$ cat src/rtl/mpadd_pkg.sv
// mpadd_pkg: shared FSM state type and default geometry for mpadd_seq
package mpadd_pkg;

    typedef enum logic [1:0] {
        IDLE,
        RUN,
        DONE
    } state_t;

    localparam int N_DEFAULT     = 8;
    localparam int WORDS_DEFAULT = 4;

endpackage

$ cat src/rtl/mpadd_seq_cla.sv
// cla: N-bit carry-lookahead adder slice with carry-in and carry-out
module cla #(
    parameter int N = 8
) (
    input  logic [N-1:0] a,
    input  logic [N-1:0] b,
    input  logic         ci,
    output logic [N-1:0] s,
    output logic         co
);

    logic [N-1:0] g, p;
    logic [N:0]   c;

    assign g = a & b;
    assign p = a ^ b;

    // each carry is the flat sum-of-products of lower generates and the carry-in
    always_comb begin
        logic t, pp;
        c    = '0;
        c[0] = ci;
        for (int i = 0; i < N; i++) begin
            t  = g[i];
            pp = p[i];
            for (int j = i - 1; j >= 0; j--) begin
                t  = t | (pp & g[j]);
                pp = pp & p[j];
            end
            c[i+1] = t | (pp & ci);
        end
    end

    assign s  = p ^ c[N-1:0];
    assign co = c[N];

endmodule

$ cat src/rtl/mpadd_seq.sv
// mpadd_seq: multi-word adder that time-shares one cla over WORDS slices
// MPADD_SUB_EN adds the op port for A-B (B inverted, carry-in forced to 1)
module mpadd_seq
    import mpadd_pkg::*;
#(
    parameter int N     = N_DEFAULT,
    parameter int WORDS = WORDS_DEFAULT
) (
    input  logic               clk,
    input  logic               rst,
    input  logic               in_valid,
    output logic               in_ready,
    input  logic [N*WORDS-1:0] a,
    input  logic [N*WORDS-1:0] b,
    input  logic               cin,
`ifdef MPADD_SUB_EN
    input  logic               op,
`endif
    output logic               out_valid,
    input  logic               out_ready,
    output logic [N*WORDS-1:0] y,
    output logic               cout,
    output logic               busy
);

    localparam int W  = N * WORDS;
    localparam int IW = WORDS > 1 ? $clog2(WORDS) : 1;
    localparam logic [IW-1:0] LAST = IW'(WORDS - 1);

    state_t        state, state_n;
    logic [W-1:0]  a_q, b_q;
    logic [IW-1:0] idx;
    logic          carry, sum_co, accept;
    logic [N-1:0]  sum;

    assign accept    = in_valid && in_ready;
    assign in_ready  = state == IDLE;
    assign out_valid = state == DONE;
    assign busy      = state != IDLE;
    assign cout      = carry;

    cla #(.N(N)) u_cla (
        .a  (a_q[idx*N +: N]),
        .b  (b_q[idx*N +: N]),
        .ci (carry),
        .s  (sum),
        .co (sum_co)
    );

    always_comb begin
        state_n = state == IDLE ? (accept ? RUN : IDLE)
                : state == RUN  ? (idx == LAST ? DONE : RUN)
                : state == DONE ? (out_ready ? IDLE : DONE)
                : IDLE;
    end

    always_ff @(posedge clk or posedge rst) begin
        if (rst) begin
            state <= IDLE;
            idx   <= '0;
            carry <= 1'b0;
            a_q   <= '0;
            b_q   <= '0;
            y     <= '0;
        end else begin
            state <= state_n;
            if (accept) begin
                a_q <= a;
                idx <= '0;
`ifdef MPADD_SUB_EN
                b_q   <= op ? ~b : b;
                carry <= op | cin;
`else
                b_q   <= b;
                carry <= cin;
`endif
            end else if (state == RUN) begin
                y[idx*N +: N] <= sum;
                carry         <= sum_co;
                // idx parks on the last word instead of wrapping
                if (idx != LAST) idx <= idx + 1'b1;
            end
        end
    end

endmodule

$ cat config.mk
export PLATFORM = sky130hd
export DESIGN_NAME = mpadd_seq
export DESIGN_NICKNAME = d
export VERILOG_FILES = /design/src/rtl/mpadd_pkg.sv /design/src/rtl/mpadd_seq_cla.sv /design/src/rtl/mpadd_seq.sv
export SDC_FILE = /design/constraint.sdc
export NUM_CORES = 1
export LEC_CHECK = 0
export BUFFER_PORTS_ARGS = -buffer_cell sky130_fd_sc_hd__buf_2
export CELL_PAD_IN_SITES_DETAIL_PLACEMENT = 1
export CELL_PAD_IN_SITES_GLOBAL_PLACEMENT = 1
export CORE_ASPECT_RATIO = 2
export CORE_MARGIN = 2
export CORE_UTILIZATION = 40
export DETAILED_ROUTE_END_ITERATION = 12
export MAX_ROUTING_LAYER = met4
export PLACE_DENSITY_LB_ADDON = 0.1
export SYNTH_ARGS = -nofsm -noshare
export SYNTH_HDL_FRONTEND = slang
export SYNTH_SLANG_ARGS = --single-unit
$ cat constraint.sdc
create_clock -name clk -period 3.5 [get_ports clk]
set_clock_uncertainty 0.05 [all_clocks]
set_input_delay 0.35 -clock clk [delete_from_list [all_inputs] [get_ports clk]]
set_output_delay 0.35 -clock clk [all_outputs]
set_load 0.01 [all_outputs]
==> flow_summary.ini <==
[outcome]
status = finished, final reports clean

[critical_path]
path_max_fanout = 14
crit_arrival_ns = 3.25
cp.required_ns = 3.70
reg2reg_depth = 6
critPathLaunchType = register
rr_startpoint = idx[0]
timing.rr.end = y[13]
rrSetupSlack_ns = 0.44
worstSetupPathType = register to register
end_kind = register

[routing]
drc = 0
routed_wl_um = 12600
drtAntennaViolNets = 0
drtIter0Drc = 137
wl_per_cell_um = 20.2
detailedRoute.firstPassIterationCount = 4
vias = 3376
vias_per_cell = 5.41

[synth]
synth_ff_type = dfrtp_1
ys_warn_count = 0
async_flop_share_pct = 100
synthesis.instances = 362
synth_top_area_share_pct = 51.6
syn_area_um2 = 4890
syn_area_per_cell_um2 = 13.5
synth-edff-count = 0
netlist.top_cell.by_area = dfrtp_1
synth.distinct_cells = 43
ys_top_cells_by_area = dfrtp_1 52%, mux2_2 15%, mux4_2 7.4%
ys_seq_area_share_pct = 51.6
ys_seq_elements = 101
syn_nets = 447

[clocking]
tritoncts = done
htree_levels = 3
path_clk_slew_ns = 0.07
clock_sinks = 101
cts_root_buffer = clkbuf_16
post_cts_buffers = 0
clock_path_buffers = 2
cts_resized = 0
cts_made_buffers = 9
clkLatencyLatePin_ns = 0.35
postCtsHoldBufs = 0

[timing]
slew_headroom_pct = 45.5
totalNegativeSetupSlack_ns = 0
worstMarginPinSlew_ns = 0.817
postLayoutSetupSlackWorst_ns = 0.445
finalSetupViolCount = 0
rsz0062_at_grt = no
max_freq_mhz = 327
hold_slack_ns = 0.0323
drv_slew = 0
finalHoldViolations = 0
period_needed_ns = 3.06
fin_crit_sh_pct = 87.3

[job]
max-cap-violations = 0

[layout]
fin_util_pct = 49.0
area_growth_pct = 20.6
drive_gt1_share_pct = 47.4
nets = 557
antenna_cells = 0
n_fill_cell = 1300

[die]
core_area_um2 = 12100
rows = 57
die_x_um = 82.2
num_io_pins = 105
dieArea_um2 = 13200
initial_core_util_pct = 40.6
die_h_um = 160

[grt]
antenna_found_initial = 0
grt.total_usage_pct = 21.4
first_global_vias = 3746
grt_first_pass_wirelength_um = 20200
grt_max_degree = 66
grt.overflow.total = 0

[power_and_ir_drop]
p_sw_share_pct = 43.7
power_mw = 7.11
clkPwrFrac_pct = 14.6
internal_power_mw = 4.01
ir_worst_vdd_uv = 431
pwr-share-comb_pct = 56.0
p_leak_nw = 2.71
power_frac_seq_pct = 29.4
power.switching_mw = 3.11
p_per_area_nw_per_um2 = 1210

[place]
pre_cts_ws_ns = 0.409
io_buffers = 104
globalplace.congestion = 0.889
dpl.hpwl_um = 9870

[hold_path]
hp-class = input port to async pin
==> cells in the mapped netlist (3+ instances only) <==
cell type	number
nand2_1	17
mux4_2	16
a21oi_1	8
o31ai_1	5
nor2_1	8
o211ai_1	4
xnor2_1	3
nand4_1	8
or2_1	4
dfrtp_1	101
inv_1	5
or3b_1	3
o21ai_0	7
mux2_2	65
nand3_1	5
a211oi_1	7
nand2b_1	3
buf_2	9
nand3b_1	6
nor3_1	6
a22o_1	19
ha_1	15
buf_4	6
a21o_1	3
a211o_1	4
==> flip-flops by register name (all words and copies together), names as in the netlist <==
name and flops:
a_q 32, b_q 32, cout 1, idx 2
state 2, y 32
==> power by group through the flow <==
stage	logic [mW]	clock network (mW)	registers, mW
CTS	4.01	1.06	2.12
global route	4.37	1.10	2.19
finish	3.98	1.04	2.09
floorplan	3.01	0	1.97
global placement	3.90	0	2.11
detailed placement	4.00	0	2.14
==> stage by stage <==
| step | cell area (um2) | cells |
|---|---|---|
| 3_5_place_dp | 5600 | 608 |
| 6_report | 5900 | 624 |
| 4_1_cts | 5900 | 624 |
| 3_3_place_gp | 5600 | 608 |
| 2_1_floorplan | 4890 | 362 |
| 5_1_grt | 5900 | 624 |
==> cell usage in the layout (no fill, tap or decap), drive strengths merged <==
cell / count
buf: 116
dfrtp: 101
mux2: 65
a22o: 19
nand2: 17
mux4: 16
ha: 15
nor2: 10
o21ai: 10
clkbuf: 9
a21oi: 8
nand4: 8
a211oi: 8
inv: 8
nand3b: 6
nor3: 6
or2: 6
nand3: 5
o31ai: 5
o211ai: 4
a211o: 4
or3b: 4
nand2b: 3
xnor2: 3
a21o: 3
and3: 3
o21bai: 2
xor2: 2
clkinvlp: 2
and2: 2
nor3b: 1
a2111oi: 1
nor2b: 1
a2bb2oi: 1
fa: 1
clkinv: 1
bufinv: 1
==> cell type report <==
class | instances | area [um2] | area share (%)
Clock inverter | 7 | 78.8 | 1.34
Multi-Input combinational cell | 239 | 2250 | 38.2
Clock buffer | 9 | 225 | 3.82
Inverter | 5 | 21.3 | 0.360
Tap cell | 147 | 184 | 3.12
Timing Repair Buffer | 116 | 611 | 10.3
Sequential cell | 101 | 2530 | 42.8
==> cell families after synthesis <==
| logic type | after synthesis | synth area share [%] |
|---|---|---|
| AOI/OAI and AO/OA | 65 | 10.3 |
| xor gates and xnor gates | 5 | 0.895 |
| adders and majority gates | 16 | 4.24 |
| buffers and inverters | 22 | 2.38 |
| DFF | 101 | 51.6 |
| muxes | 81 | 22.3 |
| and+or+nand+nor | 72 | 8.26 |
==> per-layer routing <==
metal / wire (um) / GRT usage [%] / vias to the layer above
met1: 4590 / 23.4 / 1706
met5: 0 / - / -
met3: 377 / 2.53 / 17
met2: 7300 / 38.2 / 77
li1: - / - / 1576
met4: 337 / 7.80 / 0
==> worst max path at each step <==
stage / start / endpoint / slack, ns / cells after the start
final: idx[0] / y[13] / 0.44 / 6
after floorplan: rst / a_q[0] / 0.45 / 1
after detailed placement: idx[0] / y[13] / 0.41 / 7
after global placement: idx[0] / y[30] / 0.45 / 7
after CTS: idx[0] / y[13] / 0.39 / 7
after global routing: idx[0] / y[21] / 0.16 / 7
==> worst max-delay path, stage by stage (launching register included) <==
cell,delay (ns)
dfrtp_1,0.88
mux4_2,0.60
ha_1,0.40
o21ai_1,0.15
o21ai_2,0.37
a21oi_1,0.21
o31ai_1,0.29
Power figures use the tool's default switching activity.
